===== config.mk =====
export PLATFORM = sky130hd
export DESIGN_NAME = i2c_cond_gen_flat
export DESIGN_NICKNAME = d
export VERILOG_FILES = /design/src/rtl/i2c_pkg.sv /design/src/rtl/i2c_cond_gen_if.sv /design/src/rtl/i2c_phase_timer.sv /design/src/rtl/i2c_cond_gen.sv /design/src/flat_wrapper.sv
export SDC_FILE = /design/constraint.sdc
export NUM_CORES = 1
export LEC_CHECK = 0
export BUFFER_PORTS_ARGS = -buffer_cell sky130_fd_sc_hd__buf_2
export CORE_MARGIN = 5
export CORE_UTILIZATION = 55
export CTS_CLUSTER_DIAMETER = 40
export DETAILED_ROUTE_END_ITERATION = 6
export PLACE_DENSITY = 0.86
export SLEW_MARGIN = 25
export SYNTH_ARGS = -nofsm -noshare
export SYNTH_HDL_FRONTEND = slang
export SYNTH_SLANG_ARGS = --single-unit

===== constraint.sdc =====
create_clock -name i_clk -period 2.9 [get_ports i_clk]
set_clock_uncertainty 0.15 [all_clocks]
set_input_delay 0 -clock i_clk [delete_from_list [all_inputs] [get_ports i_clk]]
set_output_delay 0 -clock i_clk [all_outputs]
set_load 0.05 [all_outputs]

===== src/rtl/i2c_pkg.sv =====
// Shared I2C definitions: command, error and condition-state encodings plus
// the quarter-period helper. Also used by the byte engine.
package i2c_pkg;

  typedef enum logic [1:0] {
    CMD_START   = 2'd0,
    CMD_RESTART = 2'd1,
    CMD_STOP    = 2'd2,
    CMD_RSVD    = 2'd3
  } t_i2c_cmd;

  typedef enum logic [1:0] {
    ERR_NONE       = 2'd0,
    ERR_BUSY       = 2'd1,
    ERR_STRETCH_TO = 2'd2,
    ERR_SDA_STUCK  = 2'd3
  } t_i2c_err;

  typedef enum logic [3:0] {
    ST_IDLE,
    ST_SDA_LOW,
    ST_SDA_HIGH,
    ST_SCL_LOW,
    ST_SCL_REL,
    ST_STRETCH,
    ST_SCL_HIGH,
    ST_SDA_REL,
    ST_DONE,
    ST_ERR
  } t_cond_state;

  // Quarter SCL period in system clock cycles (integer division).
  function automatic int unsigned calc_quarter(input int unsigned clk_freq,
                                               input int unsigned i2c_freq);
    return clk_freq / (4 * i2c_freq);
  endfunction

endpackage


===== src/rtl/i2c_cond_gen_if.sv =====
// Request/response and open-drain line bundle of the condition generator.
//   master : sequencer + pad side (drives request, command, bus levels)
//   slave  : the condition generator itself
interface i2c_cond_gen_if;
  import i2c_pkg::*;

  logic     i_req;
  t_i2c_cmd i_cmd;
  logic     o_ready;
  logic     o_done;
  logic     o_err;
  t_i2c_err o_err_code;
  logic     i_sda;
  logic     i_scl;
  logic     o_sda_drive;
  logic     o_scl_drive;

  modport master (
    output i_req, i_cmd, i_sda, i_scl,
    input  o_ready, o_done, o_err, o_err_code, o_sda_drive, o_scl_drive
  );

  modport slave (
    input  i_req, i_cmd, i_sda, i_scl,
    output o_ready, o_done, o_err, o_err_code, o_sda_drive, o_scl_drive
  );

endinterface


===== src/rtl/i2c_phase_timer.sv =====
// Loadable down-counter timing one bus phase.
//   i_clk, i_rst     : clock, async active-high reset
//   i_load/i_load_val: start a phase of i_load_val cycles
//   o_tc_c           : last cycle of the running phase
//   o_busy_c         : a phase is running
module i2c_phase_timer #(
  parameter int unsigned W = 8
) (
  input  logic         i_clk,
  input  logic         i_rst,
  input  logic         i_load,
  input  logic [W-1:0] i_load_val,
  output logic         o_tc_c,
  output logic         o_busy_c
);

  logic [W-1:0] cnt;

  // Count reaches 1 on the last cycle of a phase, then parks at 0.
  always_ff @(posedge i_clk or posedge i_rst) begin
    if (i_rst) begin
      cnt <= '0;
    end else if (i_load) begin
      cnt <= i_load_val;
    end else if (cnt != '0) begin
      cnt <= cnt - W'(1);
    end
  end

  assign o_tc_c   = (cnt == W'(1));
  assign o_busy_c = (cnt != '0);

endmodule


===== src/rtl/i2c_cond_gen.sv =====
// I2C START / repeated-START / STOP generator with clock-stretch support.
//   i_clk, i_rst : clock, async active-high reset (releases both lines)
//   bus          : request/status handshake and open-drain SDA/SCL lines
// Optional: I2C_STRETCH_TIMEOUT_EN bounds clock stretching to STRETCH_MAX
// cycles and reports STRETCH_TO.
module i2c_cond_gen
  import i2c_pkg::*;
#(
  parameter int unsigned CLK_FREQ    = 25_000_000,
  parameter int unsigned I2C_FREQ    = 100_000,
  parameter int unsigned STRETCH_MAX = 4096
) (
  input logic           i_clk,
  input logic           i_rst,
  i2c_cond_gen_if.slave bus
);

  localparam int unsigned Q  = calc_quarter(CLK_FREQ, I2C_FREQ);
  localparam int unsigned TW = $clog2(2 * Q + 1);
`ifdef I2C_STRETCH_TIMEOUT_EN
  localparam int unsigned SW = $clog2(STRETCH_MAX + 1);
`endif

  if (Q < 2) begin : g_bad_q
    $error("i2c_cond_gen: quarter period below 2 clock cycles");
  end
  if (STRETCH_MAX < 1) begin : g_bad_stretch
    $error("i2c_cond_gen: STRETCH_MAX must be at least 1");
  end

  typedef struct packed {
    t_cond_state state;
    t_i2c_cmd    cmd;
    logic        sda_drive;
    logic        scl_drive;
    logic        ready;
    logic        done;
    logic        err;
    t_i2c_err    err_code;
`ifdef I2C_STRETCH_TIMEOUT_EN
    logic [SW-1:0] stretch_cnt;
`endif
  } ctl_t;

  ctl_t          r;
  ctl_t          n;
  logic          tmr_load_c;
  logic [TW-1:0] tmr_val_c;
  logic          tmr_tc_c;
  logic          tmr_busy_c;
  logic          phase_end_c;
  logic          pre_ok_c;

  i2c_phase_timer #(.W(TW)) u_timer (
    .i_clk      (i_clk),
    .i_rst      (i_rst),
    .i_load     (tmr_load_c),
    .i_load_val (tmr_val_c),
    .o_tc_c     (tmr_tc_c),
    .o_busy_c   (tmr_busy_c)
  );

  assign phase_end_c = tmr_busy_c & tmr_tc_c;

  // START needs an idle bus; RESTART/STOP need SCL already low.
  assign pre_ok_c = (bus.i_cmd == CMD_START) ? (bus.i_scl & bus.i_sda) : ~bus.i_scl;

  // Control register; reset releases both lines at once.
  always_ff @(posedge i_clk or posedge i_rst) begin
    if (i_rst) begin
      r           <= '0;
      r.state     <= ST_IDLE;
      r.sda_drive <= 1'b1;
      r.scl_drive <= 1'b1;
      r.ready     <= 1'b1;
      r.err_code  <= ERR_NONE;
    end else begin
      r <= n;
    end
  end

  // Next control state; drives are set on the transition into each phase.
  always_comb begin
    n          = r;
    tmr_load_c = 1'b0;
    tmr_val_c  = TW'(Q);
`ifdef I2C_STRETCH_TIMEOUT_EN
    n.stretch_cnt = '0;
`endif
    case (r.state)
      ST_IDLE: begin
        if (bus.i_req && (bus.i_cmd != CMD_RSVD)) begin
          n.cmd      = bus.i_cmd;
          n.err_code = ERR_NONE;
          tmr_load_c = 1'b1;
          if (!pre_ok_c) begin
            // Lines are left exactly as they were.
            n.state    = ST_ERR;
            n.err_code = ERR_BUSY;
          end else begin
            case (bus.i_cmd)
              CMD_START: begin
                n.state     = ST_SDA_LOW;
                n.sda_drive = 1'b0;
                tmr_val_c   = TW'(2 * Q);
              end
              CMD_RESTART: begin
                n.state     = ST_SDA_HIGH;
                n.sda_drive = 1'b1;
                n.scl_drive = 1'b0;
              end
              default: begin
                n.state     = ST_SDA_LOW;
                n.sda_drive = 1'b0;
                n.scl_drive = 1'b0;
              end
            endcase
          end
        end
      end
      ST_SDA_LOW: begin
        if (phase_end_c) begin
          if (r.cmd == CMD_STOP) begin
            n.state     = ST_SCL_REL;
            n.scl_drive = 1'b1;
          end else begin
            n.state     = ST_SCL_LOW;
            n.scl_drive = 1'b0;
            tmr_load_c  = 1'b1;
          end
        end
      end
      ST_SDA_HIGH: begin
        if (phase_end_c) begin
          n.state     = ST_SCL_REL;
          n.scl_drive = 1'b1;
        end
      end
      // SCL_REL is the first cycle of a possible stretch; STRETCH the rest.
      ST_SCL_REL, ST_STRETCH: begin
        if (bus.i_scl) begin
          n.state    = ST_SCL_HIGH;
          tmr_load_c = 1'b1;
        end else begin
          n.state = ST_STRETCH;
`ifdef I2C_STRETCH_TIMEOUT_EN
          n.stretch_cnt = r.stretch_cnt + SW'(1);
          if (r.stretch_cnt == SW'(STRETCH_MAX - 1)) begin
            n.state     = ST_ERR;
            n.err_code  = ERR_STRETCH_TO;
            n.sda_drive = 1'b1;
            n.scl_drive = 1'b1;
          end
`endif
        end
      end
      ST_SCL_HIGH: begin
        if (phase_end_c) begin
          tmr_load_c  = 1'b1;
          n.state     = (r.cmd == CMD_STOP) ? ST_SDA_REL : ST_SDA_LOW;
          n.sda_drive = (r.cmd == CMD_STOP);
        end
      end
      ST_SDA_REL: begin
        if (phase_end_c) begin
          if (bus.i_sda) begin
            n.state = ST_DONE;
          end else begin
            n.state    = ST_ERR;
            n.err_code = ERR_SDA_STUCK;
          end
        end
      end
      ST_SCL_LOW: begin
        if (phase_end_c) begin
          n.state = ST_DONE;
        end
      end
      default: begin
        n.state = ST_IDLE;
      end
    endcase
    n.ready = (n.state == ST_IDLE);
    n.done  = (n.state == ST_DONE);
    n.err   = (n.state == ST_ERR);
  end

  assign bus.o_ready     = r.ready;
  assign bus.o_done      = r.done;
  assign bus.o_err       = r.err;
  assign bus.o_err_code  = r.err_code;
  assign bus.o_sda_drive = r.sda_drive;
  assign bus.o_scl_drive = r.scl_drive;

endmodule


===== src/flat_wrapper.sv =====
// flat-port wrapper written by rule: the top's interface ports become plain ports
module i2c_cond_gen_flat import i2c_pkg::*;
#(
  parameter int unsigned CLK_FREQ    = 25_000_000,
  parameter int unsigned I2C_FREQ    = 100_000,
  parameter int unsigned STRETCH_MAX = 4096
)
  (i_clk, i_rst, bus_i_req, bus_i_cmd, bus_i_sda, bus_i_scl, bus_o_ready, bus_o_done, bus_o_err, bus_o_err_code, bus_o_sda_drive, bus_o_scl_drive);
  i2c_cond_gen_if bus_i ();
  input logic i_clk;
  input logic i_rst;
  input wire logic [$bits(bus_i.i_req)-1:0] bus_i_req;
  input wire logic [$bits(bus_i.i_cmd)-1:0] bus_i_cmd;
  input wire logic [$bits(bus_i.i_sda)-1:0] bus_i_sda;
  input wire logic [$bits(bus_i.i_scl)-1:0] bus_i_scl;
  output wire logic [$bits(bus_i.o_ready)-1:0] bus_o_ready;
  output wire logic [$bits(bus_i.o_done)-1:0] bus_o_done;
  output wire logic [$bits(bus_i.o_err)-1:0] bus_o_err;
  output wire logic [$bits(bus_i.o_err_code)-1:0] bus_o_err_code;
  output wire logic [$bits(bus_i.o_sda_drive)-1:0] bus_o_sda_drive;
  output wire logic [$bits(bus_i.o_scl_drive)-1:0] bus_o_scl_drive;
  assign bus_i.i_req = bus_i_req;
  assign bus_i.i_cmd = bus_i_cmd;
  assign bus_i.i_sda = bus_i_sda;
  assign bus_i.i_scl = bus_i_scl;
  assign bus_o_ready = bus_i.o_ready;
  assign bus_o_done = bus_i.o_done;
  assign bus_o_err = bus_i.o_err;
  assign bus_o_err_code = bus_i.o_err_code;
  assign bus_o_sda_drive = bus_i.o_sda_drive;
  assign bus_o_scl_drive = bus_i.o_scl_drive;
  i2c_cond_gen #(.CLK_FREQ(CLK_FREQ), .I2C_FREQ(I2C_FREQ), .STRETCH_MAX(STRETCH_MAX)) u_core (.i_clk(i_clk), .i_rst(i_rst), .bus(bus_i));
endmodule

======== Word level (Yosys, flattened, before mapping) ========
Index checks and enable logic that the tools add are counted.
storage, ports and cells
  register bits ........................... 20
  output and inout port bits .............. 7
operators by class
  add/subtract/negate cells ............... 1
  equality and inequality tests ........... 21
  multiplexer cells ....................... 40
  bitwise gates (word level) .............. 3
  reductions and logical operators ........ 14
operator list
  kind                   number
  $mux W7                6
  $pmux W4 S7            1
  $mux W4                6
  $eq A4 B3 Y1 const B   4
  $mux W1                14
  $mux W2                6
  $ne A2 B1 Y1 const B   6
  $eq A4 B2 Y1 const B   2
  $eq A4 B4 Y1 const B   2
  $logic_not A4 Y1       2
  $mux W8                1
  $reduce_and A4 Y1      2
  $eq A7 B1 Y1 const B   1
  $reduce_bool A7 Y1     1
  $sub A7 B1 Y7 const B  1
  $mux W3                2
  $ne A2 B2 Y1 const B   3
  $reduce_and A6 Y1      1
  $reduce_bool A2 Y1     3
  $eq A4 B1 Y1 const B   1
  $pmux W1 S4            1
  $pmux W2 S2            1
  $pmux W1 S3            1
  $reduce_bool A3 Y1     1
  9 further kinds        10

======== Depth between registers and ports, before layout ========
Gate-level depths: netlist of the first run.
  depth in word-level cells ............... 6
  mapped depth ............................ 8
  mapped depth without buffers ............ 7

======== Hierarchy ========
A second synthesis of the first run with hierarchy kept.
second synthesis, totals
  cell total of the unflattened synthesis .. 146
  area total of the unflattened synthesis .. 1326.3 µm²
modules (own cells, without submodules)
  module           instances  cells an instance  area each (µm²)
  i2c_cond_gen     1          94                 832.0
  i2c_phase_timer  1          52                 494.2

======== Worst setup path before layout of the first run ========
Ideal clock, no wire load.
  kind .................................... flip-flop to flip-flop
  start point ............................. register u_core.u_timer.cnt[0]
  end point ............................... register u_core.r, in the netlist u_core.bus.o_scl_drive
  arrival time ............................ 1932 ps
  required time ........................... 2668 ps
  slack ................................... 736 ps
  cell stages (with the launch flop) ...... 9
  buffers on the path ..................... 1
  cells stage by stage .................... dfrtp_1 > inv_1 > ha_1 > or4b_4 > nor2_4 > buf_6 > a21oi_1 > nor3_1 > mux2_2
between the ends
  cells in the longest elaborated chain, start to end .. 4
  elaborated cells on any way between the ends .. 6
  classes of those cells .................. 3 x eq/ne; 1 x bitwise; 2 x reduce/logical
RTL lines
  item                                                       RTL line                                      RTL
  start, declared                                            i2c_phase_timer.sv:17                         logic [W-1:0] cnt;
  start signal, assigned                                     i2c_phase_timer.sv:24                         cnt <= i_load_val;
  start signal, assigned                                     i2c_phase_timer.sv:26                         cnt <= cnt - W'(1);
  $eq A7 B1 Y1 / $reduce_bool A7 Y1 (equally long branches)  i2c_phase_timer.sv:30, i2c_phase_timer.sv:31
  $and A1 B1 Y1 (*)                                          i2c_cond_gen.sv:63                            assign phase_end_c = tmr_busy_c & tmr_tc_c;
  $ne A2 B1 Y1 (no line)                                     -
  $reduce_and A6 Y1 (no line) (*)                            -
  end signal, assigned                                       i2c_cond_gen.sv:78                            r <= n;
  end, declared                                              i2c_cond_gen.sv:45                            ctl_t r;
Every way passes the cells marked *; elsewhere a longest branch is shown, timed or not.
A chain may end at the register's enable or synchronous reset.

======== Worst setup path after layout of the first run ========
Ends and elaborated chain as after synthesis.

==> flow_metrics.env, run 1 <==
export IMPL_drtIter0Drc=68
export IMPL_wl_um=2960
export IMPL_ctsLongestPathBuffers=2
export IMPL_ys_seq_elements=20
export IMPL_worst_pin_slew_ps=731
export IMPL_area_growth_syn_to_layout_pct=9.89
export IMPL_die_area_um2=3470
export IMPL_place_inst=174
export IMPL_worstHoldStart="bus_i_scl"
export IMPL_gp_congestion=0.864
export IMPL_antenna_found_initial=0
export IMPL_ys_types=46
export IMPL_grt_total_usage=0.194
export IMPL_r2r_start="u_core.u_timer.cnt[0]$_DFFE_PP0P_"
export IMPL_finalHoldViolCount=0
export IMPL_syn_area_um2=1320
export IMPL_async_flop_share=1.00
export IMPL_root_buffer="clkbuf_4"
export IMPL_drive_gt1_frac=0.219
export IMPL_fp_row_count=17
export IMPL_cp_max_fo=12
export IMPL_cp_required_ps=3000
export IMPL_tritoncts="done"
export IMPL_ant_nets=0
export IMPL_diodes=0
export IMPL_worstPathArrival_ps=2490
export IMPL_crit_type="reg2reg"
export IMPL_post_cts_buffers=0
export IMPL_io_pins=14
export IMPL_setup_viol=0
export IMPL_slowest_stage="or4b_4"
export IMPL_core_area_um2=2250
export IMPL_outcome="finished, final reports clean"
export IMPL_wl_per_cell_um=16.2
export IMPL_maxCapViolCount=0
export IMPL_r2r_setup_slack_ps=500
export IMPL_die_w_um=58.9
export IMPL_cts_buffers_inserted=3
export IMPL_multi_input_area_um2=718
export IMPL_syn_area_per_cell_um2=9.27
export IMPL_critical_path_max_stage_delay_ps=530
export IMPL_finalNonFillerCells=183
export IMPL_grt_max_degree=21
export IMPL_r2r_end="u_core.bus.o_scl_drive$_DFFE_PP1P_"
export IMPL_dr_total_vias=1118
export IMPL_grt_pass1_wl_um=5200
export IMPL_hp_class="in2reg"
export IMPL_h_tree_depth=1
export IMPL_grt_ovfl_total=0
export IMPL_min_to="u_core.bus.o_err$_DFF_PP0_"
export IMPL_min_delay_path_depth=4
export IMPL_setup_tns_final_ps=0
export IMPL_start_util=0.584
export IMPL_dieHeight_um=58.9
export IMPL_grt_util_met1=0.259
export IMPL_fin_crit_ps=2400
export IMPL_drt_pass1_iter_count=4
export IMPL_drv_slew=0
export IMPL_ff_latch_area_um2=504
export IMPL_fin_crit_sh=0.826
export IMPL_rsz0062_at_grt="false"
export IMPL_clk_latency_ps=310
export IMPL_yosysSeqAreaShare=0.383
export IMPL_grt_util_met2=0.319
export IMPL_port_buffers=13
export IMPL_max_slew_margin_rel=0.512
export IMPL_syn_nets=152
export IMPL_syn_instance_count=142
export IMPL_endpoint_kind="register"
export IMPL_globalRouteMet3Util=0.0241
export IMPL_yosys_warnings=0
export IMPL_clk_pin_slew_ps=110
export IMPL_rr_worst_depth=7
export IMPL_synth_edf_count=0
export IMPL_clock_sinks=20
export IMPL_cp_cell_sequence="inv_1 > ha_1 > or4b_4 > nor2_4 > a21oi_1 > nor3_1 > mux2_2"
export IMPL_power_density_nw_per_um2=820
export IMPL_grt_busiest_layer="met2"
export IMPL_first_global_vias=1100
export IMPL_ir_drop_v=0.000555
export IMPL_final_nets=166
export IMPL_synth_main_ff_cell="dfrtp_1"
export IMPL_fmax_ghz=0.417
export IMPL_vias_per_cell=6.11
export IMPL_fillers=168
export IMPL_leakage_nw=0.598
export IMPL_post_dp_hpwl_um=2040
export IMPL_drc=0
export IMPL_worst_setup_path_start_kind="register"
[timing repair]
action	CTS	global route
hold buffers	5	0
hold endpoints to repair	23	0
setup endpoints to repair	0	0
resized for setup	0	0
[layout make-up]
type                            instances  area share
Clock buffer                            4      0.0251
Inverter                                8      0.0208
Multi-Input combinational cell        104       0.497
Sequential cell                        20       0.349
Tap cell                               28      0.0242
Timing Repair Buffer                   19      0.0848
[cell usage in the layout, fill, tap and decap left out, types with 2 or more instances in the layout]
cell and count:
dfrtp_1 17, a21oi_1 13, buf_2 13, nor3_1 11, nor2_1 11, nand2_1 9, inv_1 8, xnor2_1 5
o21ai_0 5, dlygate4sd3_1 5, or3_1 3, nand2b_1 3, a211oi_1 3, mux2_2 3, ha_1 3, clkbuf_4 3
dfstp_2 3, nor2b_1 2, nand4bb_1 2, nor3b_1 2, nor4_1 2, o21a_1 2, nand3_1 2, mux2i_1 2
[state kept, by name, indices dropped and copies added, names as in the netlist]
signal,cells
u_core.bus.o_done,1
u_core.r,6
u_core.bus.o_err,1
u_core.u_timer.cnt,7
u_core.bus.o_sda_drive,1
u_core.bus.o_ready,1
u_core.bus.o_scl_drive,1
u_core.bus.o_err_code,2
[critical path, delay by kind of cell, from the launching register on]
kind | cells | cell delay, ps
adders and majority gates | 1 | 220
AOI/OAI and AO/OA | 1 | 120
DFF | 1 | 430
muxes | 1 | 360
buffers and inverters | 1 | 90
and+or+nand+nor | 3 | 970
[through the flow]
stage | hold slack (ps) | utilization | total power, mW | instance area [µm²] | worst slack [ps]
after floorplan | -188 | - | 0.917 | 1320 | 736
after global placement | -6.58 | 0.603 | 0.978 | 1360 | 631
after detailed placement | 8.37 | 0.603 | 1.01 | 1360 | 531
after CTS | 22.9 | 0.642 | 1.18 | 1450 | 507
after global routing | 63.9 | 0.642 | 1.27 | 1450 | 319
final | 30.0 | 0.642 | 1.19 | 1450 | 504
[worst max path at each step]
stage | start | end | slack [ps] | cells past startpoint
after floorplan | u_core.u_timer.cnt[0]$_DFFE_PP0P_ | u_core.bus.o_scl_drive$_DFFE_PP1P_ | 740 | 8
after global placement | u_core.u_timer.cnt[0]$_DFFE_PP0P_ | u_core.bus.o_scl_drive$_DFFE_PP1P_ | 630 | 7
after detailed placement | u_core.u_timer.cnt[0]$_DFFE_PP0P_ | u_core.bus.o_scl_drive$_DFFE_PP1P_ | 530 | 7
after CTS | u_core.u_timer.cnt[0]$_DFFE_PP0P_ | u_core.bus.o_scl_drive$_DFFE_PP1P_ | 510 | 7
after global routing | u_core.u_timer.cnt[0]$_DFFE_PP0P_ | u_core.bus.o_ready$_DFF_PP1_ | 320 | 7
final | u_core.u_timer.cnt[0]$_DFFE_PP0P_ | u_core.bus.o_scl_drive$_DFFE_PP1P_ | 500 | 7
[cells in the mapped netlist (5+ instances only)]
cell type  number  share of area
o21ai_0         5          0.019
a21oi_1        13          0.049
nand2_1         9          0.026
nor2_1         11          0.031
inv_1           8          0.023
nor3_1         11          0.042
dfrtp_1        17           0.32
xnor2_1         5          0.033
[where the power goes]
part	switching [mW]	leakage (nW)	internal, mW
logic	0.312	0.336	0.209
clock network	0.0880	0.0210	0.0768
registers	0.119	0.241	0.381
[logic make-up (layout without fill, tap and decap cells)]
logic type                 Yosys count  after routing  share of synthesized area
and+or+nand+nor                     58             58                      0.266
DFF                                 20             20                      0.383
AOI/OAI and AO/OA                   32             32                      0.169
buffers and inverters               18             31                     0.0713
adders and majority gates            4              4                     0.0361
xor gates and xnor gates             5              5                     0.0333
muxes                                5              5                     0.0409
[metal layers]
layer	vias up	share of wire
li1	537	-
met1	532	0.44
met2	40	0.49
met3	9	0.056
met4	0	0.020
met5	-	0
Power figures use the tool's default switching activity.
==> run 2, diff against run 1 <==
==> constraint.sdc (replaced) <==
create_clock -name i_clk -period 2.35 [get_ports i_clk]
set_clock_uncertainty 0.15 [all_clocks]
set_input_delay 0 -clock i_clk [delete_from_list [all_inputs] [get_ports i_clk]]
set_output_delay 0 -clock i_clk [all_outputs]
set_load 0.05 [all_outputs]
==> flow_metrics.env, run 2 (synthesis results as in run 1) <==
export IMPL_outcome="finished with violations"
export IMPL_violations="setup timing"
export IMPL_worstHoldStart="bus_i_scl"
export IMPL_r2r_setup_slack_ps=-20
export IMPL_io_pins=14
export IMPL_drive_gt1_frac=0.272
export IMPL_wl_per_cell_um=16.9
export IMPL_clock_sinks=20
export IMPL_start_util=0.584
export IMPL_cp_cell_sequence="inv_1 > ha_1 > or4b_4 > nor2_4 > a21oi_1 > nor3_2 > mux2_2"
export IMPL_fp_row_count=17
export IMPL_leakage_nw=0.641
export IMPL_mostFrequentLayoutCells="dfrtp_1 (17), a21oi_1 (13), buf_2 (13)"
export IMPL_cp_max_fo=6
export IMPL_fin_crit_ps=2370
export IMPL_drtIter0Drc=79
export IMPL_largest_reg_flops=7
export IMPL_ctsLongestPathBuffers=2
export IMPL_die_w_um=58.9
export IMPL_grt_pass1_wl_um=5440
export IMPL_setup_ws_ps=-17.9
export IMPL_power_density_nw_per_um2=999
export IMPL_slowest_stage="or4b_4"
export IMPL_final_util=0.671
export IMPL_fin_crit_sh=1.01
export IMPL_mostFrequentLayoutCell="dfrtp_1"
export IMPL_dr_total_vias=1201
export IMPL_clk_latency_ps=320
export IMPL_power_mw=1.51
export IMPL_worstPathArrival_ps=2480
export IMPL_finalHoldViolCount=0
export IMPL_crit_type="reg2reg"
export IMPL_root_buffer="clkbuf_4"
export IMPL_critical_path_max_stage_delay_ps=520
export IMPL_grt_ovfl_total=0
export IMPL_hold_slack_ps=21.8
export IMPL_area_growth_syn_to_layout_pct=14.9
export IMPL_placed_area_um2=1410
export IMPL_final_nets=173
export IMPL_min_to="u_core.u_timer.cnt[1]$_DFFE_PP0P_"
export IMPL_r2r_start="u_core.u_timer.cnt[0]$_DFFE_PP0P_"
export IMPL_h_tree_depth=1
export IMPL_ir_drop_v=0.000721
export IMPL_vias_per_cell=6.32
export IMPL_cp_buffers_inverters=1
export IMPL_drc=0
export IMPL_tritoncts="done"
export IMPL_worst_setup_path_start_kind="register"
export IMPL_diodes=0
export IMPL_die_area_um2=3470
export IMPL_endpoint_kind="register"
export IMPL_top_register="u_core.u_timer.cnt"
export IMPL_cts_buffers_inserted=3
export IMPL_place_inst=180
export IMPL_crit_family="simple AND/OR/NAND/NOR gates"
export IMPL_r2r_end="u_core.bus.o_scl_drive$_DFFE_PP1P_"
export IMPL_maxCapViolCount=0
export IMPL_grt_total_usage=0.208
export IMPL_max_slew_margin_rel=0.512
export IMPL_core_area_um2=2250
export IMPL_cp_required_ps=2460
export IMPL_antenna_found_initial=0
export IMPL_design_area_um2=1510
export IMPL_post_dp_hpwl_um=2180
export IMPL_worst_pin_slew_ps=732
export IMPL_setup_viol=1
export IMPL_drv_slew=0
export IMPL_fmax_ghz=0.422
export IMPL_finalNonFillerCells=190
export IMPL_place_worst_setup_slack_ps=74.9
export IMPL_rsz0062_at_grt="true"
export IMPL_first_global_vias=1191
export IMPL_gp_congestion=0.867
export IMPL_min_delay_path_depth=4
export IMPL_drt_pass1_iter_count=5
export IMPL_rr_worst_depth=7
export IMPL_port_buffers=13
export IMPL_setup_tns_final_ps=-17.9
export IMPL_grt_max_degree=21
export IMPL_wl_um=3210
export IMPL_dieHeight_um=58.9
export IMPL_hp_class="in2reg"
export IMPL_clk_pin_slew_ps=120
export IMPL_ant_nets=0
## run 2: worst max path at each step
stage | slack (ps) | end | cells after the start | from
final | -20 | u_core.bus.o_scl_drive$_DFFE_PP1P_ | 7 | u_core.u_timer.cnt[0]$_DFFE_PP0P_
after global routing | -80 | u_core.bus.o_scl_drive$_DFFE_PP1P_ | 7 | u_core.u_timer.cnt[0]$_DFFE_PP0P_
after CTS | 20 | u_core.bus.o_scl_drive$_DFFE_PP1P_ | 7 | u_core.u_timer.cnt[0]$_DFFE_PP0P_
after detailed placement | 70 | u_core.bus.o_ready$_DFF_PP1_ | 7 | u_core.u_timer.cnt[0]$_DFFE_PP0P_
after global placement | 160 | u_core.bus.o_done$_DFF_PP0_ | 6 | u_core.u_timer.cnt[0]$_DFFE_PP0P_
after floorplan | 190 | u_core.bus.o_scl_drive$_DFFE_PP1P_ | 8 | u_core.u_timer.cnt[0]$_DFFE_PP0P_
## run 2: repair_timing
action,in CTS,in global routing
setup endpoints to repair,0,3
hold buffers,5,0
buffers inserted,0,1
endpoints found under the hold margin,24,0
resized for setup,0,3
## run 2: worst register-to-register path: cells and delay by family, from the launching register on
family,cells,cell delay (ps)
AO/OA/AOI/OAI,1,130
buffers and inverters,1,90
AND/OR/NAND/NOR,3,930
adder cells (fa/ha/maj),1,220
flip-flops,1,440
multiplexers,1,360
## run 2: metal layers
metal  routed length, µm  vias to the layer above  track usage  share of wire
met5                   0                        -            0              0
met4                 155                        0        0.110          0.048
met3                 243                       20       0.0351          0.076
met2                1570                       76        0.338           0.49
met1                1250                      557        0.262           0.39
li1                    -                      548            -              -
## run 2: cell type report
| type | count | area, µm² |
|---|---|---|
| repair buffers | 26 | 175 |
| fillers | 169 | 742 |
| clock buffers | 4 | 36.3 |
| multi-input cells | 104 | 732 |
| inverters | 8 | 30.0 |
| well taps | 28 | 35.0 |
| flip-flops and latches | 20 | 504 |
## run 2: power breakdown
group,leakage [nW],switching [mW],total [mW],internal (mW)
Clock,0.0210,0.116,0.211,0.0949
Sequential,0.241,0.130,0.601,0.471
Combinational,0.380,0.420,0.700,0.280
Total,0.641,0.666,1.51,0.846
==> run 3, diff against run 2 <==
--- a/config.mk
+++ b/config.mk
@@ -11,6 +11,7 @@
 export CTS_CLUSTER_DIAMETER = 40
 export DETAILED_ROUTE_END_ITERATION = 6
 export PLACE_DENSITY = 0.86
+export REMOVE_ABC_BUFFERS = 1
 export SLEW_MARGIN = 25
 export SYNTH_ARGS = -nofsm -noshare
 export SYNTH_HDL_FRONTEND = slang
==> flow_metrics.env, run 3 (synthesis results as in run 1) <==
export IMPL_outcome="finished with violations"
export IMPL_violations="setup timing"
export IMPL_die_area_um2=3470
export IMPL_setup_tns_final_ps=-7.61
export IMPL_fin_crit_ps=2360
export IMPL_tritoncts="done"
export IMPL_root_buffer="clkbuf_4"
export IMPL_io_pins=14
export IMPL_maxCapViolCount=0
export IMPL_first_global_vias=1153
export IMPL_ant_nets=0
export IMPL_gp_congestion=0.869
export IMPL_cp_cell_sequence="or2b_1 > o41ai_1 > a211oi_1 > a21oi_1 > a21oi_1"
export IMPL_vias_per_cell=6.11
export IMPL_grt_max_degree=21
export IMPL_grt_busiest_layer="met2"
export IMPL_endpoint_kind="register"
export IMPL_finalHoldViolCount=0
export IMPL_fmax_ghz=0.424
export IMPL_dieHeight_um=58.9
export IMPL_max_slew_margin_rel=0.381
export IMPL_power_density_nw_per_um2=1000
export IMPL_crit_type="reg2reg"
export IMPL_drt_pass1_iter_count=4
export IMPL_fp_row_count=17
export IMPL_crit_top_cell="a21oi_1"
export IMPL_fillers=169
export IMPL_ir_drop_v=0.000711
export IMPL_worst_setup_path_start_kind="register"
export IMPL_cp_max_fo=13
export IMPL_die_w_um=58.9
export IMPL_drtIter0Drc=71
export IMPL_leakage_nw=0.619
export IMPL_grt_util_met2=0.298
export IMPL_drv_slew=0
export IMPL_globalRouteMet3Util=0.0263
export IMPL_hp_class="in2reg"
export IMPL_clk_latency_ps=300
export IMPL_cp_required_ps=2430
export IMPL_area_growth_syn_to_layout_pct=12.2
export IMPL_grt_total_usage=0.193
export IMPL_top_register="u_core.u_timer.cnt"
export IMPL_port_buffers=13
export IMPL_slowest_stage="a211oi_1"
export IMPL_start_util=0.584
export IMPL_rsz0062_at_grt="true"
export IMPL_grt_ovfl_total=0
export IMPL_ctsLongestPathBuffers=2
export IMPL_clock_sinks=20
export IMPL_drc=0
export IMPL_mostFrequentLayoutCells="dfrtp_1 (17), a21oi_1 (13), buf_2 (13)"
export IMPL_worst_pin_slew_ps=923
export IMPL_wl_um=2950
export IMPL_core_area_um2=2250
export IMPL_final_util=0.655
export IMPL_drive_gt1_frac=0.239
export IMPL_fin_crit_sh=1.00
export IMPL_post_dp_hpwl_um=2040
export IMPL_worstPathArrival_ps=2440
export IMPL_setup_viol=1
export IMPL_antenna_found_initial=0
export IMPL_wl_per_cell_um=15.8
export IMPL_grt_util_met1=0.261
export IMPL_h_tree_depth=1
export IMPL_dr_total_vias=1142
export IMPL_cts_resized=0
export IMPL_clk_pin_slew_ps=110
export IMPL_grt_pass1_wl_um=5190
export IMPL_mostFrequentLayoutCell="dfrtp_1"
export IMPL_r2r_setup_slack_ps=-8
export IMPL_diodes=0
export IMPL_cts_buffers_inserted=3
export IMPL_largest_reg_flops=7
export IMPL_setup_ws_ps=-7.61
export IMPL_critical_path_max_stage_delay_ps=810
export IMPL_final_nets=170
## run 3: worst paths after layout
check,end,startpoint,depth (start not counted)
max in group asynchronous,u_core.r[11]$_DFF_PP0_,i_rst,3
min in group asynchronous,u_core.u_timer.cnt[3]$_DFFE_PP0P_,i_rst,3
max reg2reg,u_core.u_timer.cnt[6]$_DFFE_PP0P_,u_core.r[10]$_DFF_PP0_,5
min,u_core.bus.o_err$_DFF_PP0_,bus_i_scl,4
max,u_core.u_timer.cnt[6]$_DFFE_PP0P_,u_core.r[10]$_DFF_PP0_,5
min reg2reg,u_core.bus.o_err_code[1]$_DFFE_PP0P_,u_core.bus.o_err_code[1]$_DFFE_PP0P_,2
## run 3: power breakdown
| part | internal (mW) | switching [mW] | total, mW | leakage (nW) |
|---|---|---|---|---|
| clock network | 0.0945 | 0.107 | 0.202 | 0.0210 |
| registers | 0.471 | 0.150 | 0.621 | 0.241 |
| logic | 0.262 | 0.393 | 0.655 | 0.358 |
## run 3: timing repair
| item | in CTS | in global routing |
|---|---|---|
| endpoints found under the hold margin | 23 | 0 |
| hold buffers | 5 | 0 |
| endpoints found under the setup margin | 0 | 6 |
| buffers inserted | 0 | 0 |
## run 3: per-layer routing
layer	wire length, µm	share of wire	up-vias
li1	-	-	538
met1	1190	0.40	520
met2	1370	0.47	68
met3	268	0.091	16
met4	121	0.041	0
met5	0	0	-
## run 3: critical path, delay by kind of cell (launching register included)
family,cells,cell delay (ps)
compound gates,4,1270
flops,1,620
simple gates,1,250
## run 3: stage by stage
step | hold slack [ps] | area, µm² | std cells | setup slack, ps | power [mW]
floorplan | -188 | 1250 | 132 | 173 | 1.09
global placement | -6.87 | 1390 | 178 | 158 | 1.21
detailed placement | 1.52 | 1390 | 178 | 86.4 | 1.25
CTS | 18.9 | 1480 | 187 | 65.0 | 1.46
global route | 51.8 | 1480 | 187 | -96.2 | 1.58
finish | 40.4 | 1480 | 187 | -7.61 | 1.48
## run 3: final cells by class
class | count | area [µm²] | share of cell area
sequential | 20 | 504 | 0.342
timing repair buffer | 23 | 153 | 0.103
multi-input combinational | 104 | 718 | 0.486
clock buffer | 4 | 36.3 | 0.0246
tap | 28 | 35.0 | 0.0237
inverter | 8 | 30.0 | 0.0203
